## src/rtl/idt_cfg_ctrl.sv

```systemverilog
// Serial programmer for the IDT pixel-clock synthesizer: shifts a 24-bit word MSB-first,
// pulses the load strobe, then waits out the PLL lock interval before reporting locked.
module idt_cfg_ctrl #(
    parameter int unsigned CLK_DIV     = 2,
    parameter int unsigned LOCK_CYCLES = 100000,
    parameter bit          AUTO_START  = 1'b1,
    parameter logic [23:0] CFG_DEFAULT = 24'h31149F
) (
    input  logic        osc_clk,
    input  logic        osc_reset,
    input  logic        cfg_valid,
    input  logic [23:0] cfg_data,
    output logic        cfg_ready,
    output logic        idt_sclk,
    output logic        idt_data,
    output logic        idt_strobe,
    output logic        busy,
    output logic        locked
);
    localparam int DW = $clog2(CLK_DIV + 1);
    localparam int LW = $clog2(LOCK_CYCLES + 1);
    localparam logic [DW-1:0] DIV_LOAD  = DW'(CLK_DIV - 1);
    localparam logic [LW-1:0] LOCK_LOAD = LW'(LOCK_CYCLES - 1);

    typedef enum logic [2:0] {IDLE, SHIFT_LO, SHIFT_HI, STROBE, LOCK_WAIT} state_e;

    state_e        state_q, state_d;
    logic [23:0]   shreg_q, shreg_d;
    logic [4:0]    bit_q, bit_d;
    logic [DW-1:0] div_q, div_d;
    logic [LW-1:0] lock_q, lock_d;
    logic          start_q, done_q, done_d, accept;
    logic          sclk_q, sclk_d, data_q, data_d, strobe_q, strobe_d;
    logic          ready_q, ready_d, busy_q, busy_d, locked_q, locked_d;

    always_comb begin
        state_d = state_q;
        shreg_d = shreg_q;
        bit_d   = bit_q;
        div_d   = div_q;
        lock_d  = lock_q;
        done_d  = 1'b0;
        // The auto-start word is taken on the first edge out of reset, while ready is still low.
        accept  = (state_q == IDLE) && (start_q || (cfg_valid && ready_q));
        unique case (state_q)
            IDLE: if (accept) begin
                state_d = SHIFT_LO;
                shreg_d = start_q ? CFG_DEFAULT : cfg_data;
                bit_d   = 5'd23;
                div_d   = DIV_LOAD;
            end
            SHIFT_LO: if (div_q == '0) begin
                state_d = SHIFT_HI;
                div_d   = DIV_LOAD;
            end else div_d = div_q - 1'b1;
            SHIFT_HI: if (div_q == '0) begin
                div_d = DIV_LOAD;
                if (bit_q == 5'd0) state_d = STROBE;
                else begin
                    state_d = SHIFT_LO;
                    shreg_d = {shreg_q[22:0], 1'b0};
                    bit_d   = bit_q - 5'd1;
                end
            end else div_d = div_q - 1'b1;
            STROBE: if (div_q == '0) begin
                state_d = LOCK_WAIT;
                lock_d  = LOCK_LOAD;
            end else div_d = div_q - 1'b1;
            LOCK_WAIT: if (lock_q == '0) begin
                state_d = IDLE;
                done_d  = 1'b1;
            end else lock_d = lock_q - 1'b1;
            default: state_d = IDLE;
        endcase

        // Pins follow the state one edge later; ready/busy/locked react to acceptance at once.
        sclk_d   = (state_q == SHIFT_HI);
        data_d   = ((state_q == SHIFT_LO) || (state_q == SHIFT_HI)) && shreg_q[23];
        strobe_d = (state_q == STROBE);
        ready_d  = (state_q == IDLE) && !accept;
        busy_d   = (state_q != IDLE) || accept;
        locked_d = accept ? 1'b0 : (done_q | locked_q);
    end

    always_ff @(posedge osc_clk) begin
        if (osc_reset) begin
            state_q  <= IDLE;
            shreg_q  <= '0;
            bit_q    <= '0;
            div_q    <= '0;
            lock_q   <= '0;
            start_q  <= AUTO_START;
            done_q   <= 1'b0;
            sclk_q   <= 1'b0;
            data_q   <= 1'b0;
            strobe_q <= 1'b0;
            ready_q  <= 1'b0;
            busy_q   <= 1'b1;
            locked_q <= 1'b0;
        end else begin
            state_q  <= state_d;
            shreg_q  <= shreg_d;
            bit_q    <= bit_d;
            div_q    <= div_d;
            lock_q   <= lock_d;
            start_q  <= 1'b0;
            done_q   <= done_d;
            sclk_q   <= sclk_d;
            data_q   <= data_d;
            strobe_q <= strobe_d;
            ready_q  <= ready_d;
            busy_q   <= busy_d;
            locked_q <= locked_d;
        end
    end

    assign cfg_ready  = ready_q;
    assign idt_sclk   = sclk_q;
    assign idt_data   = data_q;
    assign idt_strobe = strobe_q;
    assign busy       = busy_q;
    assign locked     = locked_q;
endmodule
```

## config.mk

```make
export PLATFORM = sky130hd
export DESIGN_NAME = idt_cfg_ctrl
export DESIGN_NICKNAME = d
export VERILOG_FILES = /design/src/rtl/idt_cfg_ctrl.sv
export SDC_FILE = /design/constraint.sdc
export NUM_CORES = 1
export LEC_CHECK = 0
export BUFFER_PORTS_ARGS = -buffer_cell sky130_fd_sc_hd__buf_2
export CORE_ASPECT_RATIO = 0.8
export CORE_MARGIN = 2
export CORE_UTILIZATION = 55
export CTS_BUF_LIST = sky130_fd_sc_hd__clkbuf_8 sky130_fd_sc_hd__clkbuf_16
export CTS_CLUSTER_DIAMETER = 30
export DETAILED_ROUTE_END_ITERATION = 16
export PLACE_DENSITY_LB_ADDON = 0.25
export SYNTH_ARGS = -nofsm -noshare
export SYNTH_HDL_FRONTEND = slang
export SYNTH_SLANG_ARGS = --single-unit
```

## constraint.sdc

```tcl
create_clock -name osc_clk -period 5.4 [get_ports osc_clk]
set_input_delay 0.54 -clock osc_clk [delete_from_list [all_inputs] [get_ports osc_clk]]
set_output_delay 0.54 -clock osc_clk [all_outputs]
set_load 0.02 [all_outputs]
```

* After elaboration in Yosys (flattened, before gate mapping)
Cells that the tools add are included.
** Storage, ports and cells
- Register bits :: 59
- Bits of input ports :: 27
- Output and inout port bits :: 6
** Cells by class
- Add/subtract/negate cells :: 3
- Equal/unequal tests :: 12
- Muxes and demuxes :: 25
- Bitwise operators :: 2
- Reductions and logical operators :: 23
** Operators with widths (count)
- 24-bit two-way mux :: 4
- 24-bit case mux with 2 select lines :: 1
- 17-bit two-way mux :: 2
- 17-bit case mux with 2 select lines :: 1
- 17-bit logical NOT :: 1
- 17-bit by 1-bit subtractor with 17-bit output, second input constant :: 1
- 3-bit two-way mux :: 5
- 5-bit two-way mux :: 3
- 3-bit case mux with 5 select lines :: 1
- 2-bit inequality test, second input constant :: 6
- 5-bit case mux with 2 select lines :: 1
- 2-bit two-way mux :: 4
- 3-bit by 2-bit == test with 1-bit output, second input constant :: 2
- 2-bit case mux with 3 select lines :: 1
- 3-bit AND reduction :: 2
- 3-bit nonzero test :: 2
- 2-bit OR reduction :: 3
- 5-bit logical NOT :: 1
- 5-bit AND reduction :: 1
- 5-bit by 1-bit subtractor with 5-bit output, second input constant :: 1
- 1-bit logical AND :: 4
- 2-bit by 1-bit inequality test with 1-bit output, second input constant :: 2
- 4-bit AND reduction :: 1
- 2-bit nonzero test :: 2
- other kinds (10) :: 13

* Logic depth before layout (Yosys ltp)
- Depth in word-level cells :: 5
- Depth in mapped cells :: 9

* Worst setup path after synthesis
Ideal clock, no wire load.
- Path kind :: register to register
- Start :: register bit_q[0]
- End :: register shreg_q[20]
- Library setup time :: 68 ps
- Data arrival time :: 1797 ps
- Data required time :: 5332 ps
- Slack :: 3535 ps
- Cell stages (with the launch flop) :: 10
- Buffers on the path :: 2
- Period minus slack after synthesis :: 1865 ps
- Path through :: dfxtp_1 -> inv_1 -> ha_1 -> or4b_4 -> a21boi_4 -> or3b_1 -> buf_6 -> buf_12 -> nand2_2 -> a21oi_2
** On the way
- Word-level cells in the longest chain between the ends :: 3
** Ends and longest elaborated chain
- start, declared :: line 29 : logic [4:0] bit_q, bit_d;
- start signal, assigned :: line 103 : bit_q <= bit_d;
- 5-bit logical NOT :: line 58 : if (bit_q == 5'd0) state_d = STROBE;
- 2-bit inequality test (no source line)
- 4-bit AND reduction (no source line)
- end signal, assigned :: line 102 : shreg_q <= shreg_d;
- end, declared :: line 28 : logic [23:0] shreg_q, shreg_d;
Every way passes these cells.
A chain may end at the register's enable or synchronous reset.

* Final worst setup path
- Start :: register start_q
- End :: register shreg_q[21]
** On the way
- Word-level cells in the longest chain between the ends :: 4
- Elaborated cells on any way between the ends :: 7
** Ends and longest elaborated chain
- start, declared :: line 32 : logic start_q, done_q, done_d, accept;
- start signal, assigned :: line 92 : start_q <= AUTO_START;
- start signal, assigned :: line 106 : start_q <= 1'b0;
- 1-bit logical OR :: line 44 : accept = (state_q == IDLE) && (start_q || (cfg_valid && ready_q));
- 1-bit logical AND :: line 44
- 2-bit inequality test (no source line)
- 4-bit AND reduction (no source line)
Parallel ways exist; a longest one is shown, timed or not. The select of a mux whose other input is x is not followed.

==> results.txt <==
----------------------------------------------------
[Run status]
  Status ... finished, final reports clean

[Setup path]
  Slowest-stage cell, CP ... nor3b_4
  Reg2reg end ... shreg_q[21]
  Origin of the worst setup path ... start_q
  Largest fanout on the critical path ... 27
  Worst R2R Setup Slack ... 2.62 ns
  Worst reg-to-reg path cell count ... 5
  Last element of the critical path ... shreg_q[21]
  Kind of end point of the critical path ... flop
  CP Class ... flop to flop
  Critical path data required time ... 5.65 ns
  Startpoint Class ... flop
  Most frequent cell on the critical path ... a21oi_2
  Launch instance of the worst register-to-register path ... start_q
  Worst stage delay on the critical path ... 0.93 ns
  Buffers and inverters on the worst path ... 0
  Critical path, cell by cell ... a21oi_1 > a21oi_2 > nor3b_4 > o211ai_1 > a21oi_2
  Data arrival time of the worst path ... 3.04 ns
  Critical path depth ... 5
  Critical path's top delay family ... compound AO/OA/AOI/OAI gates

[Timing]
  Count of final setup violators ... 0
  Tightest slew margin relative to the limit ... 17.06%
  Final number of max-transition violations ... 0
  Post-route setup TNS ... 0 ns
  Layout Skew ... 0.01037 ns
  Count of final hold-check violations ... 0
  Highest Clock Rate ... 359.1 MHz
  Tcrit/Tclk final ... 51.57%
  Setup repair after global routing missed its margin ... no
  Final min period ... 2.785 ns
  Slew of the pin with the lowest slew margin ... 1.233 ns

[GRT]
  Via count of the first global-routing pass ... 2057
  Aggregate global-route resource usage ... 20.67%
  Antenna violations before repair ... 0
  Pin count of the biggest net entering global routing ... 51
  Gr ovfl total ... 0
  Global-route wire length before repair ... 9915 µm

[Layout]
  Area of combinational cells with multiple inputs ... 0.001573 mm²
  Share of cells above drive strength 1 ... 22.61%
  Inserted Diodes ... 0
  Number of filler instances in the final layout ... 426
  Total area of sequential cells ... 0.001181 mm²
  Layout overhead on the synthesized area ... 9.782%
  Net count of the finished layout ... 372

[Place]
  Detailed Place HPWL ... 3757 µm
  Total of buffers placed on input and output ports ... 32
  GP Congestion ... 0.7882

[Route]
  Number of DRC markers after the initial detailed-route iteration ... 159
  Via count ... 2329
  Remaining number of nets flagged by the antenna check after routing ... 0
  WL final ... 5760 µm
  DRC errors left ... 0
  WL per Instance ... 14.15 µm
  Via/cell ratio ... 5.722
  Number of iterations in the first detailed-routing pass ... 4

[Synthesis]
  Cells after Synth ... 319
  FFs w/ async S/R, synth ... 0%
  Count of flip-flops with a built-in enable after synthesis ... 0
  Yosys reg bits ... 59
  Mapped cell area ... 0.002929 mm²
  Sequential cell area fraction in the yosys report ... 40.32%
  Post-synth cell types ... 54
  Most used flip-flop cell after synthesis ... dfxtp_1
  Count of warnings emitted by yosys ... 0
  Mean cell area of the mapped netlist ... 9.182 µm²
  Net count of the mapped netlist ... 350

[Clocking]
  CTS tree ... done
  Number of setup buffers added after CTS ... 0
  H-tree lvl count ... 3
  Post-cts resize count ... 0
  Hold-fix buffers at CTS ... 0
  Clock Path Buffers ... 2
  Buffer type at the clock tree root ... clkbuf_8
  Worst-skew pair later-pin latency ... 0.33 ns
  TritonCTS Sinks ... 59
  Clk pin slew, worst setup/hold paths ... 0.06 ns
  Number of buffers created by CTS ... 9

[Power and ir drop]
  Power density normalized to cell area ... 348.1 mW/mm²
  Overall Power ... 1119 µW
  Static leakage ... 0.001232 µW
  Peak VDD IR ... 225.1 µV

[Job]
  Max-cap violations ... 0

[Hold path]
  Kind of path behind the tightest hold check ... flop to flop

[Floorplanning]
  Starting density of the core ... 57.83%
  Row count ... 23
  Die outline width ... 85.59 µm
  Total die area ... 0.005929 mm²
  I/O pin count ... 33
  Chip height ... 69.27 µm
  Area of the placeable core ... 0.005065 mm²

----------------------------------------------------
[per-stage QoR]
stage                     utilization, %  worst slack (ns)  hold slack (ns)  std cells  instance area (µm²)
after global placement             60.03             2.723           0.4407        392                 3040
after global routing               63.49             2.267           0.4810        407                 3216
final                              63.49             2.615           0.4525        407                 3216
after floorplan                        -             3.535           0.4321        319                 2929
after detailed placement           60.03             2.634           0.4471        392                 3040
after CTS                          63.49             2.623           0.4540        407                 3216
[metal layers]
metal / GRT usage (%) / part of all wire, % / vias up
met4: 5.820 / 0.69 / 0
li1: - / - / 1191
met2: 29.25 / 45 / 41
met1: 30.29 / 50 / 1093
met3: 6.190 / 4.3 / 4
met5: 0 / 0 / -
[synth_stat cells (3+ instances only)]
| cell | count | area [µm²] |
|---|---|---|
| and3_1 | 4 | 25.02 |
| nor3_1 | 15 | 75.07 |
| nor2_1 | 37 | 138.9 |
| buf_2 | 5 | 25.02 |
| nor3_2 | 8 | 80.08 |
| nand2_1 | 16 | 60.06 |
| mux2i_1 | 3 | 30.03 |
| o21ai_0 | 4 | 20.02 |
| nand4b_1 | 5 | 43.79 |
| clkbuf_1 | 11 | 41.29 |
| or3_1 | 12 | 75.07 |
| inv_1 | 11 | 41.29 |
| nand3_1 | 6 | 30.03 |
| a311oi_1 | 3 | 26.28 |
| o211ai_1 | 11 | 82.58 |
| a211oi_2 | 9 | 112.6 |
| xor2_1 | 14 | 122.6 |
| nor3b_1 | 14 | 105.1 |
| a211oi_1 | 5 | 37.54 |
| a21oi_2 | 3 | 26.28 |
| ha_1 | 4 | 50.05 |
| a21oi_1 | 21 | 105.1 |
| nor4_1 | 5 | 31.28 |
| dfxtp_1 | 59 | 1181 |
[state kept, by name, summed over array words and instances (netlist names), 2 cells and up]
| register | flops |
|---|---|
| state_q | 3 |
| bit_q | 5 |
| shreg_q | 24 |
| lock_q | 17 |
| div_q | 2 |
[tightest hold or removal path: stages (launching register included)]
cell	delay (ns)
dfxtp_1	0.31
nand2_1	0.05
a21oi_1	0.05
[cell families after synthesis]
family,Yosys count,synth area share [%]
mux,3,1.025
xor+xnor,15,4.485
simple gates,139,29.00
compound gates,66,17.26
flops,59,40.32
fa+ha+maj,4,1.709
buf+inv,33,6.194
[area by class of cell]
class / instances / area share, %
Multi-Input combinational cell: 227 / 48.91
Sequential cell: 59 / 36.73
Timing Repair Buffer: 33 / 5.214
Clock buffer: 9 / 3.852
Tap cell: 62 / 2.412
Clock inverter: 6 / 1.595
Inverter: 11 / 1.284
[worst min-delay path by stage]
stage                from    endpoint  slack (ns)  cells past startpoint
4_1_cts        shreg_q[0]  shreg_q[0]        0.45                      2
6_report       shreg_q[0]  shreg_q[0]        0.45                      2
5_1_grt        shreg_q[4]  shreg_q[4]        0.48                      2
2_1_floorplan  shreg_q[0]  shreg_q[0]        0.43                      2
3_3_place_gp   shreg_q[0]  shreg_q[0]        0.44                      2
3_5_place_dp   shreg_q[0]  shreg_q[0]        0.45                      2
[report_power, final]
part,leakage [µW],switching (µW),internal [µW]
Clock,0.000103,158,204
Combinational,0.000646,135,96.4
Sequential,0.000484,42.6,483
Total,0.00123,336,784
[layout by cell type (no fill, tap or decap), types with 2 or more instances in the layout]
master	n
and3_1	4
nand2b_1	2
nand3_1	6
a21oi_1	21
a31oi_1	2
ha_1	4
o21ai_0	4
nor3b_4	2
o211ai_1	11
inv_1	14
nor4_1	5
nor3_2	8
buf_2	32
a311oi_1	3
a211oi_2	9
xor2_1	14
nor3b_1	14
or3_1	12
a211oi_1	5
nor2_1	37
a21oi_2	3
mux2i_1	3
clkinv_2	2
nor3_1	15
nand2_1	16
clkbuf_8	9
nand4b_1	5
dfxtp_1	59
Note: power is estimated with default switching activity, not from simulation.
